File: src/rtl/uart_pkg.sv
`default_nettype none
// ============================================================================
// Module      : uart_pkg
// Description : UART data width, RX/TX state encodings and a counter-width
//               helper shared by the relay and the TX core.
// Revision    : 1.0 - initial release
// ============================================================================
package uart_pkg;

    localparam int UART_DATA_BITS = 8;

    typedef enum logic [2:0] {
        RX_IDLE      = 3'd0,
        RX_START     = 3'd1,
        RX_DATA      = 3'd2,
        RX_STOP      = 3'd3,
        RX_WAIT_HIGH = 3'd4
    } rx_state_t;

    typedef enum logic [1:0] {
        TX_IDLE  = 2'd0,
        TX_START = 2'd1,
        TX_DATA  = 2'd2,
        TX_STOP  = 2'd3
    } tx_state_t;

    function automatic int bit_cnt_width(input int clks_per_bit);
        return (clks_per_bit <= 2) ? 1 : $clog2(clks_per_bit);
    endfunction

endpackage
`default_nettype wire

File: src/rtl/uart_tx_core.sv
`default_nettype none
// ============================================================================
// Module      : uart_tx_core
// Description : 8N1 UART serialiser with a registered line output.
// Revision    : 1.0 - initial release
// ============================================================================
module uart_tx_core
    import uart_pkg::*;
#(
    parameter int CLKS_PER_BIT = 868
) (
    input  logic                      clk,
    input  logic                      rst,
    input  logic [UART_DATA_BITS-1:0] data,
    input  logic                      start,
    output logic                      busy,
    output logic                      tx
);

    localparam int CNT_W = bit_cnt_width(CLKS_PER_BIT);
    localparam int BIT_W = $clog2(UART_DATA_BITS);
    localparam logic [CNT_W-1:0] c_bit_last  = CNT_W'(CLKS_PER_BIT - 1);
    localparam logic [BIT_W-1:0] c_data_last = BIT_W'(UART_DATA_BITS - 1);

    tx_state_t                 r_state, w_state_nxt;
    logic [CNT_W-1:0]          r_cnt, w_cnt_nxt;
    logic [BIT_W-1:0]          r_bit, w_bit_nxt;
    logic [UART_DATA_BITS-1:0] r_shift, w_shift_nxt;
    logic                      r_tx, w_tx_nxt;
    logic                      w_bit_end;

    always_ff @(posedge clk) begin
        if (rst) begin
            r_state <= TX_IDLE;
            r_cnt   <= '0;
            r_bit   <= '0;
            r_shift <= '0;
            r_tx    <= 1'b1;
        end else begin
            r_state <= w_state_nxt;
            r_cnt   <= w_cnt_nxt;
            r_bit   <= w_bit_nxt;
            r_shift <= w_shift_nxt;
            r_tx    <= w_tx_nxt;
        end
    end

    always_comb begin
        w_state_nxt = r_state;
        w_cnt_nxt   = r_cnt + CNT_W'(1);
        w_bit_nxt   = r_bit;
        w_shift_nxt = r_shift;
        w_tx_nxt    = r_tx;
        w_bit_end   = (r_cnt == c_bit_last);
        case (r_state)
            TX_IDLE: begin
                w_cnt_nxt = '0;
                w_tx_nxt  = 1'b1;
                if (start) begin
                    w_state_nxt = TX_START;
                    w_shift_nxt = data;
                    w_tx_nxt    = 1'b0;
                end
            end
            TX_START: begin
                if (w_bit_end) begin
                    w_state_nxt = TX_DATA;
                    w_cnt_nxt   = '0;
                    w_bit_nxt   = '0;
                    w_tx_nxt    = r_shift[0];
                end
            end
            TX_DATA: begin
                if (w_bit_end) begin
                    w_cnt_nxt = '0;
                    if (r_bit == c_data_last) begin
                        w_state_nxt = TX_STOP;
                        w_tx_nxt    = 1'b1;
                    end else begin
                        w_bit_nxt   = r_bit + BIT_W'(1);
                        w_shift_nxt = {1'b0, r_shift[UART_DATA_BITS-1:1]};
                        w_tx_nxt    = r_shift[1];
                    end
                end
            end
            TX_STOP: begin
                if (w_bit_end) begin
                    w_state_nxt = TX_IDLE;
                    w_cnt_nxt   = '0;
                end
            end
            default: w_state_nxt = TX_IDLE;
        endcase
    end

    assign busy = (r_state != TX_IDLE);
    assign tx   = r_tx;

endmodule
`default_nettype wire

File: src/rtl/target_uart_relay.sv
`default_nettype none
// ============================================================================
// Module      : target_uart_relay
// Description : Target-to-host UART return path: deserialise, queue, reserialise.
// Revision    : 1.0 - initial release
// ============================================================================
module target_uart_relay
    import uart_pkg::*;
#(
    parameter int CLKS_PER_BIT = 868,
    parameter int FIFO_DEPTH   = 16
) (
    input  logic                      clk,
    input  logic                      rst,
    input  logic                      target_rx,
    output logic                      uart_tx,
    output logic                      rx_valid,
    output logic [UART_DATA_BITS-1:0] rx_byte,
    output logic                      overflow,
    output logic [7:0]                frame_err_cnt,
    output logic [$clog2(FIFO_DEPTH):0] fifo_level
);

    localparam int CNT_W = bit_cnt_width(CLKS_PER_BIT);
    localparam int BIT_W = $clog2(UART_DATA_BITS);
    localparam int PTR_W = $clog2(FIFO_DEPTH);
    localparam int LVL_W = PTR_W + 1;
    localparam logic [CNT_W-1:0] c_bit_last  = CNT_W'(CLKS_PER_BIT - 1);
    localparam logic [CNT_W-1:0] c_half_last = CNT_W'(CLKS_PER_BIT / 2 - 1);
    localparam logic [BIT_W-1:0] c_data_last = BIT_W'(UART_DATA_BITS - 1);

    logic                      r_rx_meta, r_rxs;
    rx_state_t                 r_rx_state, w_rx_state_nxt;
    logic [CNT_W-1:0]          r_rx_cnt, w_rx_cnt_nxt;
    logic [BIT_W-1:0]          r_rx_bit, w_rx_bit_nxt;
    logic [UART_DATA_BITS-1:0] r_rx_shift, w_rx_shift_nxt;
    logic                      w_push, w_frame_err;
    logic                      r_rx_valid, r_overflow;
    logic [UART_DATA_BITS-1:0] r_rx_byte;
    logic [7:0]                r_frame_err_cnt;

    logic [UART_DATA_BITS-1:0] r_mem [FIFO_DEPTH];
    logic [PTR_W-1:0]          r_wr_ptr, r_rd_ptr;
    logic [LVL_W-1:0]          r_level;
    logic                      w_full, w_empty, w_wr, w_rd;
    logic                      w_tx_busy, w_tx_idle;

    // Two-flop synchroniser; idles high so reset does not look like a start bit
    always_ff @(posedge clk) begin
        if (rst) begin
            r_rx_meta <= 1'b1;
            r_rxs     <= 1'b1;
        end else begin
            r_rx_meta <= target_rx;
            r_rxs     <= r_rx_meta;
        end
    end

    always_ff @(posedge clk) begin
        if (rst) begin
            r_rx_state      <= RX_IDLE;
            r_rx_cnt        <= '0;
            r_rx_bit        <= '0;
            r_rx_shift      <= '0;
            r_rx_valid      <= 1'b0;
            r_rx_byte       <= '0;
            r_overflow      <= 1'b0;
            r_frame_err_cnt <= '0;
        end else begin
            r_rx_state <= w_rx_state_nxt;
            r_rx_cnt   <= w_rx_cnt_nxt;
            r_rx_bit   <= w_rx_bit_nxt;
            r_rx_shift <= w_rx_shift_nxt;
            r_rx_valid <= w_push;
            if (w_push)
                r_rx_byte <= r_rx_shift;
            if (w_push && w_full)
                r_overflow <= 1'b1;
            if (w_frame_err && (r_frame_err_cnt != 8'hFF))
                r_frame_err_cnt <= r_frame_err_cnt + 8'd1;
        end
    end

    always_comb begin
        w_rx_state_nxt = r_rx_state;
        w_rx_cnt_nxt   = r_rx_cnt + CNT_W'(1);
        w_rx_bit_nxt   = r_rx_bit;
        w_rx_shift_nxt = r_rx_shift;
        w_push         = 1'b0;
        w_frame_err    = 1'b0;
        case (r_rx_state)
            RX_IDLE: begin
                w_rx_cnt_nxt = '0;
                if (!r_rxs) begin
                    w_rx_state_nxt = RX_START;
                    w_rx_bit_nxt   = '0;
                end
            end
            RX_START: begin
                if (r_rx_cnt == c_half_last) begin
                    w_rx_cnt_nxt   = '0;
                    w_rx_state_nxt = r_rxs ? RX_IDLE : RX_DATA;
                end
            end
            RX_DATA: begin
                if (r_rx_cnt == c_bit_last) begin
                    w_rx_cnt_nxt   = '0;
                    w_rx_shift_nxt = {r_rxs, r_rx_shift[UART_DATA_BITS-1:1]};
                    if (r_rx_bit == c_data_last)
                        w_rx_state_nxt = RX_STOP;
                    else
                        w_rx_bit_nxt = r_rx_bit + BIT_W'(1);
                end
            end
            RX_STOP: begin
                if (r_rx_cnt == c_bit_last) begin
                    w_rx_cnt_nxt = '0;
                    if (r_rxs) begin
                        w_push         = 1'b1;
                        w_rx_state_nxt = RX_IDLE;
                    end else begin
                        w_frame_err    = 1'b1;
                        w_rx_state_nxt = RX_WAIT_HIGH;
                    end
                end
            end
            RX_WAIT_HIGH: begin
                w_rx_cnt_nxt = '0;
                if (r_rxs)
                    w_rx_state_nxt = RX_IDLE;
            end
            default: w_rx_state_nxt = RX_IDLE;
        endcase
    end

    // Fullness is judged before any same-cycle pop, so a push into a full
    // FIFO is dropped even while the TX side is draining it.
    assign w_full    = (r_level == LVL_W'(FIFO_DEPTH));
    assign w_empty   = (r_level == '0);
    assign w_tx_idle = ~w_tx_busy;
    assign w_wr      = w_push && !w_full;
    assign w_rd      = !w_empty && w_tx_idle;

    always_ff @(posedge clk) begin
        if (w_wr)
            r_mem[r_wr_ptr] <= r_rx_shift;
    end

    always_ff @(posedge clk) begin
        if (rst) begin
            r_wr_ptr <= '0;
            r_rd_ptr <= '0;
            r_level  <= '0;
        end else begin
            if (w_wr)
                r_wr_ptr <= r_wr_ptr + PTR_W'(1);
            if (w_rd)
                r_rd_ptr <= r_rd_ptr + PTR_W'(1);
            case ({w_wr, w_rd})
                2'b10:   r_level <= r_level + LVL_W'(1);
                2'b01:   r_level <= r_level - LVL_W'(1);
                default: r_level <= r_level;
            endcase
        end
    end

    uart_tx_core #(
        .CLKS_PER_BIT(CLKS_PER_BIT)
    ) u_tx_core (
        .clk   (clk),
        .rst   (rst),
        .data  (r_mem[r_rd_ptr]),
        .start (w_rd),
        .busy  (w_tx_busy),
        .tx    (uart_tx)
    );

    assign rx_valid      = r_rx_valid;
    assign rx_byte       = r_rx_byte;
    assign overflow      = r_overflow;
    assign frame_err_cnt = r_frame_err_cnt;
    assign fifo_level    = r_level;

endmodule
`default_nettype wire

File: config.mk
export PLATFORM = sky130hd
export DESIGN_NAME = target_uart_relay
export DESIGN_NICKNAME = d
export VERILOG_FILES = /design/src/rtl/uart_pkg.sv /design/src/rtl/uart_tx_core.sv /design/src/rtl/target_uart_relay.sv
export SDC_FILE = /design/constraint.sdc
export NUM_CORES = 1
export LEC_CHECK = 0
export CAP_MARGIN = 15
export CORE_MARGIN = 10
export CORE_UTILIZATION = 60
export CTS_CLUSTER_DIAMETER = 100
export CTS_CLUSTER_SIZE = 14
export DETAILED_ROUTE_END_ITERATION = 8
export PLACE_DENSITY = 0.87
export SLEW_MARGIN = 5
export SYNTH_ARGS = -nofsm -noshare
export SYNTH_HDL_FRONTEND = slang
export SYNTH_SLANG_ARGS = --single-unit
export TNS_END_PERCENT = 20
File: constraint.sdc
create_clock -name clk -period 10.2 [get_ports clk]
set_clock_uncertainty 0.1 [all_clocks]
set_input_delay 2.04 -clock clk [delete_from_list [all_inputs] [get_ports clk]]
set_output_delay 2.04 -clock clk [all_outputs]
set_load 0.01 [all_outputs]
==> load_flow_metrics.sql, run 1 <==
INSERT INTO impl_metrics (metric_group, metric, value, unit) VALUES
('run_status', 'status', 'finished clean', ''),
('flow_run', 'cap_viol_max_count', '0', ''),
('synthesis', 'synth-warning-count', '0', ''),
('global_route', 'm3_gr_usage', '2.64', '%'),
('global_route', 'global_route.overflow_total', '0', ''),
('critical_path', 'crit_arrival', '1.60', 'ns'),
('synthesis', 'count_of_flip_flops_with_a_built_in_enable_after_synthesis', '128', ''),
('floorplan', 'die-height', '142', 'um'),
('pwr', 'leakage', '3.28', 'nW'),
('sta', 'tmin_final', '3.74', 'ns'),
('cells_and_area', 'fraction_of_final_layout_cells_with_drive_strength_greater_than_1', '12.9', '%'),
('clock_tree', 'root_buffer', 'clkbuf_16', ''),
('synthesis', 'syn-mean-instance-area', '13.8', 'um^2'),
('critical_path', 'critPathCaptureType', 'output port', ''),
('detailed_routing', 'drt_first_iter_violations', '428', ''),
('global_route', 'antenna_found_initial', '0', ''),
('detailed_routing', 'routed_wire_length_per_instance', '21.2', 'um'),
('global_route', 'global_route_track_usage_on_met1', '22.5', '%'),
('cells_and_area', 'syn2layout_area_growth', '10.4', '%'),
('sta', 'finalHoldViolCount', '0', ''),
('global_route', 'grtUsageMet2', '33.0', '%'),
('synthesis', 'synth.top_cells.by_count', 'edfxtp_1, nor2_1, dfxtp_1', ''),
('sta', 'layout_worst_path_cycle_share', '36.7', '%'),
('synthesis', 'netlist.area_leader.share', '43.1', '%'),
('clock_tree', 'cts_inserted_buffers', '19', ''),
('global_route', 'global_route.usage.total', '18.4', '%'),
('floorplan', 'core-area', '14500', 'um^2'),
('synthesis', 'synth_ff_type', 'edfxtp_1', ''),
('critical_path', 'crit_required', '8.06', 'ns'),
('detailed_routing', 'routed-via-count', '5282', ''),
('clock_tree', 'htree_levels', '1', ''),
('floorplan', 'dieArea', '20100', 'um^2'),
('floorplan', 'fp-row-count', '44', ''),
('critical_path', 'slowest_stage_delay_cp', '0.61', 'ns'),
('floorplan', 'die_width', '142', 'um'),
('clock_tree', 'clock_latency', '0.49', 'ns'),
('floorplan', 'io_pins', '27', ''),
('synthesis', 'ys_seq_area_share', '62.2', '%'),
('global_route', 'grt_pass1_vias', '5477', ''),
('synthesis', 'postSynthRegisterBits', '213', ''),
('global_route', 'grt_first_pass_wirelength', '29800', 'um'),
('synthesis', 'async_flop_share', '0', '%'),
('sta', 'final-setup-viol-count', '0', ''),
('sta', 'worst_slew_pin_slew', '0.863', 'ns'),
('critical_path', 'path_class', 'flip-flop to output port', ''),
('synthesis', 'synthMostInstantiatedCell', 'edfxtp_1', ''),
('clock_tree', 'clk_pin_slew_worst_paths', '0.07', 'ns'),
('synthesis', 'synth_area_leader_cell', 'edfxtp_1', ''),
('sta', 'aggregate_negative_setup_slack', '0', 'ns'),
('sta', 'timing_max_transition_violations_final', '0', ''),
('sta', 'unrepaired_setup_endpoints_after_global_routing', 'false', ''),
('clock_tree', 'tritoncts', 'built', ''),
('clock_tree', 'post_cts_setup_buffer_count', '0', ''),
('critical_path', 'critical_path.startpoint_type', 'flip-flop', ''),
('detailed_routing', 'drt-vias-per-instance', '6.11', ''),
('placed_design', 'port_buffers', '26', ''),
('synthesis', 'synth_nets', '668', ''),
('critical_path', 'critical_path_buf_inv_count', '1', ''),
('cells_and_area', 'finish.net_count', '691', ''),
('cells_and_area', 'finish.utilization', '67.7', '%'),
('global_route', 'top_usage_layer', 'met2', ''),
('global_route', 'grt_max_degree', '68', ''),
('placed_design', 'gp_routability_congestion', '0.830', ''),
('placed_design', 'post_dp_hpwl', '11600', 'um'),
('clock_tree', 'cts_resized', '0', ''),
('detailed_routing', 'drt_first_pass_iters', '4', ''),
('synthesis', 'count_of_different_cell_masters_after_synthesis', '58', ''),
('synthesis', 'syn-cell-area', '8910', 'um^2'),
('clock_tree', 'clockBufferDepth', '3', ''),
('synthesis', 'synth.top_cells.by_area', 'edfxtp_1, dfxtp_1, mux4_2', ''),
('clock_tree', 'cts_sinks', '213', '');
area by class of cell:
type | instances | area, um^2
Sequential cell | 213 | 5550
Inverter | 12 | 45.0
Clock buffer | 32 | 524
Multi-Input combinational cell | 387 | 3150
Clock inverter | 2 | 25.0
Tap cell | 184 | 230
Fill cell | 977 | 4690
Timing Repair Buffer | 34 | 315
kinds of logic after synthesis:
family | share of synthesized area, %
mux | 12.9
fa+ha+maj | 2.95
compound gates | 4.48
simple gates | 12.0
buf+inv | 2.46
xor+xnor | 3.05
flops | 62.2
power breakdown:
part	internal [mW]	switching [mW]	leakage, nW
clock	0.354	0.302	0.261
sequential	0.931	0.0256	1.87
combinational	0.201	0.221	1.15
total	1.49	0.549	3.28
through the flow:
step | setup slack, ns | power [mW] | instances | cell area, um^2 | hold WS [ns]
after global placement | 6.75 | 1.37 | 830 | 9290 | 0.302
after CTS | 6.46 | 2.04 | 864 | 9840 | 0.329
after global routing | 6.41 | 2.12 | 864 | 9840 | 0.350
after floorplan | 7.02 | 1.33 | 644 | 8910 | 0.289
after detailed placement | 6.58 | 1.39 | 830 | 9290 | 0.307
final | 6.46 | 2.04 | 864 | 9840 | 0.324
sequential cells by signal (all words and copies together), names as in the netlist, 2 cells and up, named ones only:
signal             flops
r_mem                128
u_tx_core.r_state      2
r_rx_bit               3
fifo_level             5
u_tx_core.r_shift      8
r_wr_ptr               4
frame_err_cnt          8
r_rx_shift             8
r_rx_cnt              10
r_rd_ptr               4
u_tx_core.r_bit        3
rx_byte                8
r_rx_state             3
u_tx_core.r_cnt       10
path summary, 6_finish.rpt:
path,slack [ns],depth (start not counted),end,startpoint
hold reg to reg,0.32,1,r_rxs,r_rx_meta
setup reg to reg,6.67,12,fifo_level[4],r_rx_state[1]
setup / recovery,6.46,1,fifo_level[1],fifo_level[1]
hold / removal,0.32,1,r_rxs,r_rx_meta
metal layers:
| metal | vias to the layer above | share of wire, % |
|---|---|---|
| li1 | 2438 | - |
| met5 | - | 0 |
| met2 | 132 | 52 |
| met3 | 27 | 4.0 |
| met4 | 0 | 2.0 |
| met1 | 2685 | 42 |
cells in the final DEF, fill, tap and decap left out, types with 3 or more instances in the layout:
cell,count
nand2b_1,10
nor3_1,13
clkdlybuf4s50_1,25
or3_1,3
clkbuf_1,13
xor2_1,13
edfxtp_1,128
dfxtp_1,84
nand2_1,29
nand3_1,14
buf_4,8
nand4b_1,3
and2_1,6
nor4b_1,3
a211oi_2,6
o21ai_0,11
mux2i_1,29
mux4_2,38
nor4_1,5
nor2b_1,5
xnor2_1,18
nand4_1,6
ha_1,21
inv_1,12
a21oi_1,16
and3_1,8
nor2_1,86
or2_2,4
clkbuf_16,19
Power figures use the tool's default switching activity.
==> run 2, diff against run 1 <==
Settings changed: CORE_UTILIZATION 60 to 55, PLACE_DENSITY 0.87 to 0.84.
Clock period 10.2 ns to 3.19 ns, I/O delays scaled along.
==> load_flow_metrics.sql, run 2 (synthesis results as in run 1) <==
INSERT INTO impl_metrics (metric_group, metric, value, unit) VALUES
('run_status', 'status', 'finished clean', ''),
('sta', 'worst_slew_pin_slew', '0.819', 'ns'),
('clock_tree', 'tritoncts', 'built', ''),
('detailed_routing', 'drt-total-wl', '17500', 'um'),
('cells_and_area', 'nFillCells', '1136', ''),
('sta', 'unrepaired_setup_endpoints_after_global_routing', 'false', ''),
('clock_tree', 'htree_levels', '1', ''),
('sta', 'worst_slew_margin_rel', '45.2', '%'),
('cells_and_area', 'largest_reg_flops', '128', ''),
('pwr', 'power.sequential.fraction', '46.8', '%'),
('global_route', 'global_route.usage.total', '16.2', '%'),
('floorplan', 'initial_core_util', '56.1', '%'),
('pwr', 'internal-power', '4.80', 'mW'),
('cells_and_area', 'biggestRegsByFlops', 'r_mem (128), r_rx_cnt (10), u_tx_core.r_cnt (10)', ''),
('pwr', 'power.switching_fraction', '26.7', '%'),
('floorplan', 'die_width', '147', 'um'),
('critical_path', 'crit_arrival', '3.28', 'ns'),
('pwr', 'cellPowerDensity', '649', 'nW/um^2'),
('flow_run', 'cap_viol_max_count', '0', ''),
('pwr', 'design_power_total', '6.55', 'mW'),
('cells_and_area', 'finish.net_count', '710', ''),
('detailed_routing', 'drt-vias-per-instance', '5.85', ''),
('clock_tree', 'cts-hold-fix-buffers', '0', ''),
('floorplan', 'core-area', '15900', 'um^2'),
('pwr', 'power.combinational.fraction', '21.6', '%'),
('cells_and_area', 'antenna_cells', '0', ''),
('critical_path', 'crit_required', '3.50', 'ns'),
('pwr', 'irDropWorstVdd', '0.374', 'mV'),
('sta', 'max_freq', '337', 'MHz'),
('sta', 'finalHoldViolCount', '0', ''),
('cells_and_area', 'syn2layout_area_growth', '13.2', '%'),
('clock_tree', 'clock_latency', '0.49', 'ns'),
('critical_path', 'worstRegToRegCells', '11', ''),
('critical_path', 'path_class', 'flip-flop to flip-flop', ''),
('detailed_routing', 'drt_first_iter_violations', '390', ''),
('global_route', 'grt_max_degree', '50', ''),
('cells_and_area', 'fraction_of_final_layout_cells_with_drive_strength_greater_than_1', '16.3', '%'),
('critical_path', 'critPathCaptureType', 'flip-flop', ''),
('detailed_routing', 'postRouteAntennaNets', '0', ''),
('global_route', 'global_route.overflow_total', '0', ''),
('global_route', 'antenna_found_initial', '0', ''),
('clock_tree', 'clockBufferDepth', '3', ''),
('floorplan', 'io_pins', '27', ''),
('sta', 'layout_worst_path_cycle_share', '93.0', '%'),
('pwr', 'total_switching_power', '1.75', 'mW'),
('floorplan', 'fp-row-count', '46', ''),
('sta', 'timing_max_transition_violations_final', '0', ''),
('cells_and_area', 'most-common-layout-cells', 'edfxtp_1, nor2_1, dfxtp_1', ''),
('pwr', 'leakage', '3.40', 'nW'),
('cells_and_area', 'largest_register', 'r_mem', ''),
('pwr', 'share_clk_of_total_power', '31.6', '%'),
('critical_path', 'critical_path.startpoint_type', 'flip-flop', ''),
('detailed_routing', 'drt_first_pass_iters', '4', ''),
('clock_tree', 'root_buffer', 'clkbuf_16', ''),
('clock_tree', 'clk_pin_slew_worst_paths', '0.07', 'ns'),
('global_route', 'grt_pass1_vias', '5570', ''),
('critical_path', 'largest_fanout_of_any_net_on_the_critical_path', '10', ''),
('placed_design', 'post_dp_hpwl', '11500', 'um'),
('floorplan', 'dieArea', '21700', 'um^2'),
('detailed_routing', 'routed_wire_length_per_instance', '19.2', 'um'),
('critical_path', 'timing.reg2reg.setup_slack', '0.22', 'ns'),
('worst_hold_path', 'worst_hold_path.num_cells', '1', ''),
('floorplan', 'die-height', '147', 'um'),
('sta', 'final-setup-viol-count', '0', ''),
('clock_tree', 'cts_sinks', '213', ''),
('sta', 'tmin_final', '2.97', 'ns'),
('worst_hold_path', 'worst_hold_path_class', 'flip-flop to flip-flop', ''),
('sta', 'aggregate_negative_setup_slack', '0', 'ns'),
('cells_and_area', 'most_frequent_standard_cell_in_the_layout_excluding_fill_and_tap_cells', 'edfxtp_1', ''),
('detailed_routing', 'routed-via-count', '5351', ''),
('clock_tree', 'cts_inserted_buffers', '19', ''),
('detailed_routing', 'drc_errors', '0', ''),
('placed_design', 'gp_routability_congestion', '0.844', ''),
('global_route', 'grt_first_pass_wirelength', '29000', 'um'),
('placed_design', 'port_buffers', '26', '');
==> run 2: cell count changes in the layout (fill, tap and decap cells not counted), moves of 2 or more <==
cell / previous run / this run
dfxtp_2: 1 / 3
nor4_1: 5 / 3
dfxtp_1: 84 / 82
ha_1: 21 / 19
buf_4: 8 / 26
==> run 2: critical path, cell delays in order (launching register included) <==
cell	delay (ns)
dfxtp_1	0.42
or4_4	0.55
o21ai_1	0.18
inv_1	0.11
ha_4	0.20
xor2_1	0.14
ha_1	0.22
nand2b_1	0.08
a21boi_0	0.09
o21a_1	0.20
or4_1	0.46
a21oi_1	0.14
==> run 2: cell type report <==
cell class              count  area, um^2  share of cell area (%)
clock buffers              31         520                    5.16
clock inverters             2        25.0                   0.248
inverters                  12        45.0                   0.447
multi-input cells         387        3210                    31.8
flip-flops and latches    213        5550                    55.0
well taps                 216         270                    2.68
repair buffers             53         470                    4.66
==> run 2: path summary, 6_finish.rpt <==
check	start	endpoint
setup / recovery	fifo_level[1]	fifo_level[4]
hold / removal	r_rx_meta	r_rxs
setup reg to reg	fifo_level[1]	fifo_level[4]
hold reg to reg	r_rx_meta	r_rxs
==> run 2: routing by layer <==
layer  wire [um]  global-route usage, %  up-vias
li1            -                      -     2471
met1        7160                   20.0     2684
met2        8970                   28.3      168
met3        1050                   3.07       28
met4         326                   4.56        0
met5           0                      0        -
==> run 2: per-stage QoR <==
stage / hold slack [ns] / util (%) / cells / setup slack, ns / area [um^2]
floorplan: 0.289 / - / 644 / 0.00940 / 8910
global placement: 0.295 / 59.7 / 880 / 0.161 / 9480
detailed placement: 0.307 / 59.7 / 880 / -0.0566 / 9480
CTS: 0.322 / 63.1 / 913 / 0.00539 / 10000
global route: 0.348 / 63.5 / 914 / 0.0164 / 10100
finish: 0.317 / 63.5 / 914 / 0.223 / 10100
==> run 2: timing repair <==
| action | 4_1_cts | 5_1_grt |
|---|---|---|
| pin swaps | 0 | 1 |
| setup buffers | 0 | 1 |
| endpoints found under the setup margin | 1 | 2 |
| gates resized for setup | 1 | 10 |
==> run 2: power by group through the flow <==
stage / sequential (mW) / combinational, mW / clock (mW)
floorplan: 3.10 / 1.17 / 0
global placement: 3.11 / 1.34 / 0
detailed placement: 3.12 / 1.40 / 0
CTS: 3.06 / 1.40 / 2.10
global route: 3.08 / 1.55 / 2.21
finish: 3.07 / 1.41 / 2.07
